==> src/rtl/led_toggle_pkg.sv <==
// Shared constants and types for the LED toggle bank.
// Optional build macro LED_PHASE_ALIGN_EN selects immediate, phase-aligned config apply.
package led_toggle_pkg;

    localparam int CHANNELS_DEF = 4;
    localparam int DIV_W_DEF    = 8;

    typedef logic [DIV_W_DEF-1:0] div_t;

    localparam int DIV_STOP = 0;

    typedef enum logic {
        CFG_IDLE = 1'b0,
        CFG_BUSY = 1'b1
    } cfg_state_t;

endpackage

==> src/rtl/led_toggle_bank_if.sv <==
// Configuration handshake port of the LED toggle bank.
// Behaviour under LED_PHASE_ALIGN_EN differs only inside the bank, not on this port.
interface led_toggle_bank_if #(
    parameter int CHANNELS = 4,
    parameter int DIV_W    = 8
);

    logic                      cfg_valid;
    logic                      cfg_ready;
    logic [CHANNELS*DIV_W-1:0] cfg_div;
    logic [CHANNELS-1:0]       cfg_inv;

    modport master (
        output cfg_valid,
        output cfg_div,
        output cfg_inv,
        input  cfg_ready
    );

    modport slave (
        input  cfg_valid,
        input  cfg_div,
        input  cfg_inv,
        output cfg_ready
    );

endinterface

==> src/rtl/led_toggle_ch.sv <==
// One LED channel: divide counter, toggle state, pending config and NOR inverter.
// LED_PHASE_ALIGN_EN: config loads on the accept edge and restarts the channel phase.
module led_toggle_ch
    import led_toggle_pkg::*;
#(
    parameter int DIV_W = DIV_W_DEF
) (
    input  logic             clk,
    input  logic             rst,
    input  logic             en,
    input  logic             load,
    input  logic [DIV_W-1:0] load_div,
    input  logic             load_inv,
    output logic             led,
    output logic             tick,
    output logic             pend,
    output logic             apply
);

    logic [DIV_W-1:0] div_q;
    logic [DIV_W-1:0] cnt_q;
    logic             inv_q;
    logic             st_q;
    logic             tick_q;
    logic             running;
    logic             wrap;
    logic             nor_out;

    assign running = en && (div_q != DIV_W'(DIV_STOP));
    // >= rather than == so a counter left beyond a smaller new ratio still wraps
    assign wrap    = running && (cnt_q >= (div_q - DIV_W'(1)));

    // Inverting path is a 2-input NOR with both inputs on the state bit
    assign nor_out = ~(st_q | st_q);
    assign led     = inv_q ? nor_out : st_q;
    assign tick    = tick_q;

`ifdef LED_PHASE_ALIGN_EN
    assign pend  = 1'b0;
    assign apply = 1'b0;

    always_ff @(posedge clk) begin
        if (rst) begin
            div_q  <= '0;
            inv_q  <= 1'b0;
            cnt_q  <= '0;
            st_q   <= 1'b0;
            tick_q <= 1'b0;
        end else if (load) begin
            div_q  <= load_div;
            inv_q  <= load_inv;
            cnt_q  <= '0;
            st_q   <= 1'b0;
            tick_q <= 1'b0;
        end else begin
            tick_q <= wrap;
            if (wrap) begin
                cnt_q <= '0;
                st_q  <= ~st_q;
            end else if (running) begin
                cnt_q <= cnt_q + DIV_W'(1);
            end
        end
    end
`else
    logic [DIV_W-1:0] pdiv_q;
    logic             pinv_q;
    logic             pend_q;

    // A stopped or frozen channel has no wrap to wait for, so it takes config at once
    assign apply = pend_q && (wrap || !running);
    assign pend  = pend_q;

    always_ff @(posedge clk) begin
        if (rst) begin
            div_q  <= '0;
            inv_q  <= 1'b0;
            cnt_q  <= '0;
            st_q   <= 1'b0;
            tick_q <= 1'b0;
            pdiv_q <= '0;
            pinv_q <= 1'b0;
            pend_q <= 1'b0;
        end else begin
            tick_q <= wrap;
            if (wrap) begin
                cnt_q <= '0;
                st_q  <= ~st_q;
            end else if (running) begin
                cnt_q <= cnt_q + DIV_W'(1);
            end
            if (load) begin
                pdiv_q <= load_div;
                pinv_q <= load_inv;
                pend_q <= 1'b1;
            end else if (apply) begin
                div_q  <= pdiv_q;
                inv_q  <= pinv_q;
                pend_q <= 1'b0;
            end
        end
    end
`endif

endmodule

==> src/rtl/led_toggle_bank.sv <==
// Multi-channel LED toggle generator with handshaked divide/polarity configuration.
// LED_PHASE_ALIGN_EN: immediate phase-aligned apply, cfg_ready held high.
//
// state    | meaning
// CFG_IDLE | no channel has pending config, cfg_ready = 1
// CFG_BUSY | at least one channel still waits to apply, cfg_ready = 0
module led_toggle_bank
    import led_toggle_pkg::*;
#(
    parameter int CHANNELS = CHANNELS_DEF,
    parameter int DIV_W    = DIV_W_DEF
) (
    input  logic                clk,
    input  logic                rst,
    input  logic                en,
    led_toggle_bank_if.slave    cfg,
    output logic [CHANNELS-1:0] led,
    output logic [CHANNELS-1:0] tick
);

    logic                accept;
    logic [CHANNELS-1:0] pend;
    logic [CHANNELS-1:0] apply;

    assign accept = cfg.cfg_valid && cfg.cfg_ready;

    for (genvar i = 0; i < CHANNELS; i++) begin : g_ch
        led_toggle_ch #(.DIV_W(DIV_W)) u_ch (
            .clk      (clk),
            .rst      (rst),
            .en       (en),
            .load     (accept),
            .load_div (cfg.cfg_div[i*DIV_W +: DIV_W]),
            .load_inv (cfg.cfg_inv[i]),
            .led      (led[i]),
            .tick     (tick[i]),
            .pend     (pend[i]),
            .apply    (apply[i])
        );
    end

`ifdef LED_PHASE_ALIGN_EN
    logic unused_handshake;

    assign unused_handshake = ^{pend, apply};
    assign cfg.cfg_ready    = 1'b1;
`else
    cfg_state_t state_q;
    cfg_state_t state_d;

    always_ff @(posedge clk) begin
        if (rst) begin
            state_q <= CFG_IDLE;
        end else begin
            state_q <= state_d;
        end
    end

    // Leave BUSY on the edge where the last pending channel applies
    always_comb begin
        state_d = state_q;
        case (state_q)
            CFG_IDLE: if (accept) state_d = CFG_BUSY;
            CFG_BUSY: if ((pend & ~apply) == '0) state_d = CFG_IDLE;
            default:  state_d = CFG_IDLE;
        endcase
    end

    assign cfg.cfg_ready = (state_q == CFG_IDLE);
`endif

endmodule

==> src/flat_wrapper.sv <==
// flat-port wrapper written by rule: the top's interface ports become plain ports
module led_toggle_bank_flat import led_toggle_pkg::*;
#(
    parameter int CHANNELS = CHANNELS_DEF,
    parameter int DIV_W    = DIV_W_DEF
)
  (clk, rst, en, led, tick, cfg_cfg_valid, cfg_cfg_div, cfg_cfg_inv, cfg_cfg_ready);
  led_toggle_bank_if #(.CHANNELS(CHANNELS), .DIV_W(DIV_W)) cfg_i ();
  input  logic clk;
  input  logic rst;
  input  logic en;
  output logic [CHANNELS-1:0] led;
  output logic [CHANNELS-1:0] tick;
  input wire logic [$bits(cfg_i.cfg_valid)-1:0] cfg_cfg_valid;
  input wire logic [$bits(cfg_i.cfg_div)-1:0] cfg_cfg_div;
  input wire logic [$bits(cfg_i.cfg_inv)-1:0] cfg_cfg_inv;
  output wire logic [$bits(cfg_i.cfg_ready)-1:0] cfg_cfg_ready;
  assign cfg_i.cfg_valid = cfg_cfg_valid;
  assign cfg_i.cfg_div = cfg_cfg_div;
  assign cfg_i.cfg_inv = cfg_cfg_inv;
  assign cfg_cfg_ready = cfg_i.cfg_ready;
  led_toggle_bank #(.CHANNELS(CHANNELS), .DIV_W(DIV_W)) u_core (.clk(clk), .rst(rst), .en(en), .cfg(cfg_i), .led(led), .tick(tick));
endmodule
==> config.mk <==
export PLATFORM = sky130hd
export DESIGN_NAME = led_toggle_bank_flat
export DESIGN_NICKNAME = d
export VERILOG_FILES = /design/src/rtl/led_toggle_pkg.sv /design/src/rtl/led_toggle_bank_if.sv /design/src/rtl/led_toggle_ch.sv /design/src/rtl/led_toggle_bank.sv /design/src/flat_wrapper.sv
export SDC_FILE = /design/constraint.sdc
export NUM_CORES = 1
export LEC_CHECK = 0
export ABC_AREA = 1
export CORE_MARGIN = 2
export CORE_UTILIZATION = 53
export DETAILED_ROUTE_END_ITERATION = 8
export PLACE_DENSITY = 0.76
export SLEW_MARGIN = 20
export SYNTH_ARGS = -nofsm -noshare
export SYNTH_HDL_FRONTEND = slang
export SYNTH_SLANG_ARGS = --single-unit
export TNS_END_PERCENT = 20
==> constraint.sdc <==
create_clock -name clk -period 2.35 [get_ports clk]
set_input_delay 0.235 -clock clk [delete_from_list [all_inputs] [get_ports clk]]
set_output_delay 0.235 -clock clk [all_outputs]
set_load 0.01 [all_outputs]
* Yosys cells after proc, flatten, opt, wreduce, memory -nomap -nowiden
Index checks and enable logic that the tools add are counted.
** Word-level totals
- Register bits :: 117
- Input port bits :: 40
- Output and inout bits :: 9
- Word-level logic and storage cells :: 106
** Operators by class
- Add/subtract/negate cells :: 8
- Order comparisons :: 4
- Muxes and demuxes :: 15
- Bitwise operators :: 8
- Reductions and logical operators :: 38
** Operator list (count)
- adder 8 x 1 -> 8 bit (second input constant) :: 4
- >= comparator 8 bit :: 4
- nonzero test 8 bit :: 4
- subtractor 8 x 1 -> 8 bit (second input constant) :: 4
- two-way mux 1 bit :: 14
- logical AND 1 bit :: 13
- AND reduction 2 bit :: 4
- nonzero test 2 bit :: 4
- OR reduction 2 bit :: 4
- NOT 1 bit :: 6
- bitwise AND 4 bit :: 1
- logical NOT 1 bit :: 4
- logical NOT 4 bit :: 1
- logical OR 1 bit :: 4
- NOT 4 bit :: 1
- one-hot mux 1 bit (2 select lines) :: 1

* Logic depth before layout (Yosys ltp)
- Word-level depth :: 10
- Mapped depth :: 18
- Depth with buffers taken out :: 17

* Cells and area by module
Synthesis repeated with hierarchy kept, for this count alone.
** Unflattened totals
- Cell total of the unflattened synthesis :: 920
- Area total of the unflattened synthesis :: 6895.4 um^2
** By module, submodules not included
- led_toggle_ch :: instances 4, cells each 226, area an instance 1704.1 um^2, seq. area each 580.6 um^2
- led_toggle_bank :: instances 1, cells each 16, area an instance 78.8 um^2, seq. area each 20.0 um^2

* Least setup slack after synthesis
No wires, ideal clock.
- Path kind :: register -> register
- Start point :: reg u_core.g_ch[0].u_ch.div_q[0]
- End point :: reg u_core.g_ch[0].u_ch.div_q[4]
- Library setup time :: 118 ps
- Arrival :: 2156 ps
- Required time :: 2232 ps
- Slack :: 76 ps
- Stages on the path, launching flop included :: 19
- Buffers on the path :: 1
- Clock period less this slack :: 2274 ps
- Cell sequence :: dfxtp_1 > inv_1 > ha_1 > nand3_1 > nor3_1 > xor2_1 > inv_1 > ha_1 > nand2_1 > a21oi_1 > nor2_1 > nand3_2 > nand2_2 > inv_4 > nand2_8 > buf_6 > nand2_2 > o21ai_2 > nor2_2
** Between the ends
- Longest elaborated chain between the ends :: 6
- Elaborated cells on any way between the ends :: 9
- Those cells by class :: 1 x add/sub; 1 x order compare; 7 x reduce/logical
** RTL lines
- from (decl) :: line led_toggle_ch.sv:20 : logic [DIV_W-1:0] div_q;
- from (signal assigned) :: line led_toggle_ch.sv:97 : div_q <= pdiv_q;
- subtractor 8 x 1 -> 8 bit or nonzero test 8 bit (tied branches) :: line led_toggle_ch.sv:31, led_toggle_ch.sv:29
- >= comparator 8 bit or logical AND 1 bit (tied branches) :: line led_toggle_ch.sv:31, led_toggle_ch.sv:29
- logical AND 1 bit or logical NOT 1 bit (tied branches) :: line led_toggle_ch.sv:31, led_toggle_ch.sv:71
- logical OR 1 bit (*) :: line led_toggle_ch.sv:71 : assign apply = pend_q && (wrap || !running);
- logical AND 1 bit (*) :: line led_toggle_ch.sv:71
- AND reduction 2 bit (no line) (*)
Every way passes the cells marked *; elsewhere a longest branch is shown, timed or not.
A chain may end at the register's enable or synchronous reset.

* Worst setup path after layout
- Start point :: reg u_core.g_ch[0].u_ch.div_q[1]
- End point :: reg u_core.g_ch[0].u_ch.div_q[3]
The elaborated chain is that of the path after synthesis.

==> flow_summary.yaml <==
cells_and_area:
  syn_to_final_growth_pct: 25.1
  final_area_mm2: 0.00752
  drive_above_1_share_pct: 18.0
  diodes: 0
  final_net_count: 949
  final_util_pct: 68.8
global_routing:
  grt_pass1_vias: 5175
  overflow: 0
  antenna_found_initial: 0
  grt_max_degree: 51
  gr-usage-all-layers_pct: 22.1
  grt_pass1_wl_um: 22600
floorplanning:
  fp-row-count: 38
  ios: 49
  dieArea_mm2: 0.0122
  chipWidth_um: 111
  die_h_um: 111
  initial_utilization_pct: 55.0
  coreArea_mm2: 0.0109
clock_network:
  htreeDepth: 4
  clk_latency_ps: 410
  cts_tree: "done"
  clkTransAtPathRegs_ps: 50
  ctsRootBufferMaster: "clkbuf_16"
  cts-buffers-inserted: 17
  clock_sinks: 117
  clk_path_buf_depth: 2
  hold_buffers: 0
run:
  drv_cap: 0
status:
  violations: "setup timing"
  run_status: "finished, violations left"
critical_path:
  path_delay_family: "simple AND/OR/NAND/NOR gates"
  end_kind: "flop"
  worstSetupPathType: "reg -> reg"
  cp_max_fo: 8
  cp-start-kind: "flop"
  arrival_ps: 2690
  cp_num_buf_inv: 3
  cp.required_ps: 2630
  critPathLaunch: "u_core.g_ch[0].u_ch.div_q[1]$_SDFFE_PP0P_"
  rr_startpoint: "u_core.g_ch[0].u_ch.div_q[1]$_SDFFE_PP0P_"
  crit_chain: "inv_2 -> ha_4 -> nand3_4 -> nor3_4 -> xor2_1 -> inv_1 -> ha_1 -> nand2_2 -> a21oi_2 -> nor2_2 -> nand3_2 -> nand2_2 -> clkinv_4 -> nand2_8 -> nand2_2 -> o21ai_1 -> nor2_1"
  cpMostUsedCell: "nand2_2"
  worst_path_max_delay_cell: "dfxtp_2"
  slowest_delay_ps: 320
power:
  p_seq_share_pct: 37.1
  p_int_mw: 4.28
  power_density_mw_per_mm2: 803
  p_clk_share_pct: 40.3
  p_leak_nw: 3.58
  ir_drop_v: 0.000851
  netSwitchingPower_mw: 1.76
  comb_power_share_pct: 22.6
  switching_share_pct: 29.1
place:
  gp_congestion: 0.854
  io_buffers: 48
  place_hpwl_um: 9300
  postPlaceCellArea_mm2: 0.00661
synth:
  synth_seq_area_share_pct: 39.0
  ys_warn_count: 0
  syn_inst: 798
  synth_compound_gate_area_share_pct: 13.0
  mappedNetlistNets: 882
  synth_area_mm2: 0.00601
  synth-async-reset-ratio_pct: 0
  synth_top_family_by_area: "simple AND/OR/NAND/NOR gates"
  ys_ff_latch: 117
  ys.flop_type: "dfxtp_1"
  synth_enable_flop_cells: 0
  synth.mux.area_fraction_pct: 0
  syn_avg_cell_area_um2: 7.54
  ys_types: 42
  synth_simple_gate_area_share_pct: 24.8
  synth_xor_area_share_pct: 5.10
  synthAdderAreaFrac_pct: 9.16
timing:
  finalHoldViolations: 0
  drv_slew: 0
  period_share_pct: 102
  setup_viol: 1
  max_freq_mhz: 416
  timing.final.crit_period_ps: 2400
  hold_ws_ps: 406
  skew_ps: 7.01
  relSlewSlack_pct: 77.7
  worst_pin_slew_ps: 331
  setup_slack_ps: -52.0
  rsz0062_at_grt: "true"
route:
  totalWireLength_um: 13800
  via_per_inst: 5.24
  wire_per_inst_um: 13.6
  firstDrtPassIters: 5
  drtIter0Drc: 342
  final_antenna_net_count: 0
  vias: 5312
  drc: 0
hold_path:
  min_path_type: "in -> reg"
  min-delay-start: "cfg_cfg_div[10]"
==> cell families after synthesis <==
kind of cell	after synthesis
adders and majority gates	44
DFF	117
AOI/OAI and AO/OA	138
buffers and inverters	129
xor gates and xnor gates	35
and+or+nand+nor	335
==> cell usage in the layout (no fill, tap or decap), types with 11 or more instances in the layout <==
master / Yosys / routed
clkbuf_16: 0 / 17
xor2_1: 31 / 31
nand3_1: 23 / 20
o21ai_1: 18 / 18
nand2_2: 8 / 17
o21ai_2: 3 / 11
inv_2: 4 / 12
dfxtp_1: 117 / 111
nand2_1: 134 / 119
ha_1: 44 / 42
nor2_1: 131 / 123
buf_4: 8 / 22
clkdlybuf4s50_1: 0 / 48
o21ai_0: 53 / 45
a21oi_1: 38 / 32
inv_1: 96 / 87
==> power groups by stage <==
stage	clock, mW	sequential (mW)	combinational, mW
floorplan	0	2.24	0.919
global placement	0	2.26	1.14
detailed placement	0	2.27	1.20
CTS	2.45	2.23	1.23
global route	2.55	2.26	1.54
finish	2.43	2.24	1.36
==> per-layer routing <==
layer  vias up  track usage (%)  wire length, um
met4         0             8.17              318
met1      2474             24.8             5860
met3        30             5.93              537
met5         -                0                0
li1       2676                -                -
met2       132             40.0             7110
==> tightest hold or removal path: stages <==
cell             delay, ps
clkdlybuf4s50_1        390
nor2_1                 100
nor2_1                  50
==> state kept, by name, indices dropped and copies added, names as in the netlist <==
| signal | count |
|---|---|
| u_core.g_ch.u_ch.pend | 4 |
| u_core.g_ch.u_ch.inv_q | 4 |
| u_core.g_ch.u_ch.pinv_q | 4 |
| u_core.g_ch.u_ch.cnt_q | 32 |
| u_core.g_ch.u_ch.tick | 4 |
| u_core.g_ch.u_ch.div_q | 32 |
| u_core.state_q | 1 |
| u_core.g_ch.u_ch.pdiv_q | 32 |
| u_core.g_ch.u_ch.st_q | 4 |
==> synthesized netlist by cell type, types with 2 or more instances <==
cell      number  share of area (%)
nand3_2        5               0.83
nor2_4         5               0.94
nor2_2         4               0.42
nor3_2         2               0.33
nand4_1        9               0.94
buf_6          2               0.37
xnor2_1        4               0.58
o21ai_0       53                4.4
a21oi_1       38                3.2
o21a_1        10                1.2
o21bai_1       2               0.25
a21oi_2        5               0.73
o21ai_1       18                1.5
inv_1         96                6.0
dfxtp_1      117                 39
nor3b_1        3               0.37
xor2_1        31                4.5
nor2_1       131                8.2
clkbuf_1       9               0.56
buf_4          8                1.0
inv_2          4               0.25
nand3_1       23                1.9
ha_1          44                9.2
inv_4          3               0.31
buf_2          5               0.42
a21o_1         4               0.50
o21ai_2        3               0.44
nand2_2        8               0.83
nor3_1         5               0.42
nand2_1      134                8.4
a31oi_1        2               0.21
==> worst paths after layout <==
check | endpoint | depth (start not counted) | slack [ps]
worst max-delay path | u_core.g_ch[0].u_ch.div_q[3]$_SDFFE_PP0P_ | 17 | -50
worst min-delay path | u_core.g_ch[1].u_ch.pdiv_q[2]$_SDFFE_PP0P_ | 3 | 410
worst max register to register | u_core.g_ch[0].u_ch.div_q[3]$_SDFFE_PP0P_ | 17 | -50
worst min register to register | u_core.g_ch[1].u_ch.div_q[7]$_SDFFE_PP0P_ | 2 | 460
==> per-stage QoR <==
stage / instances / setup slack, ps / TNS (ps) / power [mW]
2_1_floorplan: 798 / 76.0 / 0 / 3.16
3_3_place_gp: 971 / 49.5 / 0 / 3.40
3_5_place_dp: 971 / -114 / -211 / 3.47
4_1_cts: 999 / 0.0526 / 0 / 5.91
5_1_grt: 1014 / -192 / -1870 / 6.34
6_report: 1014 / -52.0 / -52.0 / 6.04
==> timing repair <==
item | CTS | global route
gates cloned | 0 | 2
pin swaps | 0 | 31
endpoints found under the setup margin | 23 | 72
gates resized for setup | 7 | 78
buffers inserted | 0 | 13
==> final cells by class <==
| class | count | area, um^2 |
|---|---|---|
| Fill cell | 849 | 3420 |
| Multi-Input combinational cell | 554 | 3370 |
| Sequential cell | 117 | 2350 |
| Timing Repair Buffer | 72 | 681 |
| Clock buffer | 22 | 464 |
| Inverter | 103 | 399 |
| Tap cell | 140 | 175 |
| Clock inverter | 6 | 80.1 |
Note: power is estimated with default switching activity, not from simulation.
==> RTL change, RTL diff (same flow settings) <==
The option `LED_PHASE_ALIGN_EN` is turned on by a define.
--- a/src/rtl/led_toggle_ch.sv
+++ b/src/rtl/led_toggle_ch.sv
@@ -1,5 +1,7 @@
 // One LED channel: divide counter, toggle state, pending config and NOR inverter.
 // LED_PHASE_ALIGN_EN: config loads on the accept edge and restarts the channel phase.
+`define LED_PHASE_ALIGN_EN
+
 module led_toggle_ch
     import led_toggle_pkg::*;
 #(
Function: changed (a bounded check fails within 4 cycles, from zero or initial values and one cycle with rst high).
==> RTL change against the original RTL <==
Fmax up 10%; sequential cell count fell by 41; setup slack better by 0.23 ns; critical path type unchanged; largest cell class unchanged; critical endpoint is now u_core.g_ch[1].u_ch.cnt_q[7]; design area shrank 26%; area after synthesis down 19%; routed wire length is 25% lower; highest routed layer unchanged.
Power is not compared: it rests on default switching activity, and its combinational part moved more than twofold at a synthesized area within 25%.
==> RTL change: results (changes against the original RTL) <==
- The flow ran to the end, and the final reports show no timing, DRC or antenna violations.
- The clock transition at the registers of the reported paths is 0.08 ns (+0.03 ns).
- The share of the synthesized area in compound gates (AO/OA/AOI/OAI) is 9.323% (-3.7 points).
- The wire length of the first global-routing pass came to 18070 um (-20%).
- The worst slack at placement was 0.1487 ns (+0.2623 ns).
- The first-pass iteration count of the detailed router is 4 (-1).
- The least setup slack across all paths after layout is 0.1760 ns (+0.2279 ns).
- The number of inserted filler cells in the final layout is 802 (-5.5%).
- The half-perimeter wire length after detailed placement is 7849 um (-16%).
- The post-synthesis cell type count was 33 (-21%).
- The worst clock skew is 0.007632 ns (+0.0006237 ns).
- The count of buffers from port buffering is 47 (-2.1%).
- The launch instance of the worst register-to-register path is u_core.g_ch[1].u_ch.div_q[0].
- The post-synthesis net count is 787 (-11%).
- The largest net degree at the start of global routing was 40 (-22%).
- The post-placement cell count is 843 (-13%).
- The total placed instance area is 5375 um2 (-19%).
- The fraction of the mapped netlist area in adder cells came to 11.36% (+2.2 points).
- The path category of the worst min-delay check is in2reg.
- The total of cells resized after clock tree synthesis came to 0 (-7).
- The clock buffer count from CTS came to 9 (-8).
- The initial detailed-routing violation count is 111 (-68%).
- In the final layout, the registers with the most flip-flops are u_core.g_ch.u_ch.cnt_q x32, u_core.g_ch.u_ch.div_q x32.
- The per-cell via count in the routed design is 5.020 (-4.2%).
- By area the synthesized netlist is led by sky130_fd_sc_hd__dfxtp_1 (31%), sky130_fd_sc_hd__nand2_1 (13%), sky130_fd_sc_hd__ha_1 (11%).
- The H-tree depth is 3 (-1).
- The root cell of the clock tree is sky130_fd_sc_hd__clkbuf_8.
- The fraction of layout instances using a drive strength above 1 is 7.590% (-10 points).
- The global-route usage over all layers came to 22.25% (+0.12 points).
- The sequential-to-total area share from yosys stat is 31.40% (-7.5 points).
- The arrival time reported for the critical path endpoint was 2.43 ns (-0.26 ns).
- The area taken by flip-flops and latches is 1521 um2 (-35%).
- The internal reg-to-reg setup slack is 0.18 ns (+0.23 ns).
- The average cell area after synthesis is 6.891 um2 (-8.5%).
- Across the VDD grid, the largest voltage drop is 270.5 uV.
- The path with the worst hold slack has its endpoint at u_core.g_ch[0].u_ch.inv_q.
- The capture point of the critical path is u_core.g_ch[1].u_ch.cnt_q[7].
- The wire length reported by the detailed router is 10340 um (-25%).
- The final net count was 830 (-13%).
- The routed length per placed instance is 12.04 um (-12%).
- The worst hold path begins at cfg_cfg_inv[0].
- The depth of the worst register-to-register path is 13 (-4).
- By count the netlist is led by sky130_fd_sc_hd__nand2_1 (173), sky130_fd_sc_hd__inv_1 (103), sky130_fd_sc_hd__nor2_1 (89), sky130_fd_sc_hd__dfxtp_1 (76), sky130_fd_sc_hd__ha_1 (44).
- The area share of xor/xnor cells in the synthesized design was 7.593% (+2.5 points).
- The tightest hold margin is 0.4592 ns (+0.05346 ns).
- The via count of the first global-routing pass is 4250 (-18%).
- The weighted congestion reported at the end of routability-driven placement was 0.8583 (+0.56%).
[RTL change: report_power, final]
group          total [mW]  switching (mW)  internal, mW
sequential           1.38          0.0404          1.34
combinational       0.569           0.328         0.241
clock               0.903           0.497         0.405
total                2.85           0.866          1.98
[RTL change: area by class of cell]
class	instances	area share, %
Tap cell	108	2.430
Sequential cell	76	27.36
Timing Repair Buffer	53	9.269
Multi-Input combinational cell	496	50.35
Inverter	110	7.559
Clock buffer	11	2.542
Clock inverter	5	0.4949
[RTL change: critical path, stage by stage (launching register included)]
cell and delay (ns):
sky130_fd_sc_hd__dfxtp_1 0.31, sky130_fd_sc_hd__inv_1 0.15, sky130_fd_sc_hd__ha_1 0.21, sky130_fd_sc_hd__nand3_1 0.13, sky130_fd_sc_hd__nor3_2 0.15, sky130_fd_sc_hd__xor2_1 0.16
sky130_fd_sc_hd__inv_1 0.06, sky130_fd_sc_hd__ha_1 0.26, sky130_fd_sc_hd__nand2_1 0.07, sky130_fd_sc_hd__o21a_1 0.19, sky130_fd_sc_hd__nand2_1 0.10, sky130_fd_sc_hd__nand2_2 0.08
sky130_fd_sc_hd__nand2_2 0.15, sky130_fd_sc_hd__nor2_1 0.06
[RTL change: metal layers]
layer,GRT usage [%],share of wire [%],wire (um)
met3,3.935,2.8,288
met1,26.69,47,4837
met4,8.535,1.5,152
met2,39.50,49,5061
met5,0,0,0
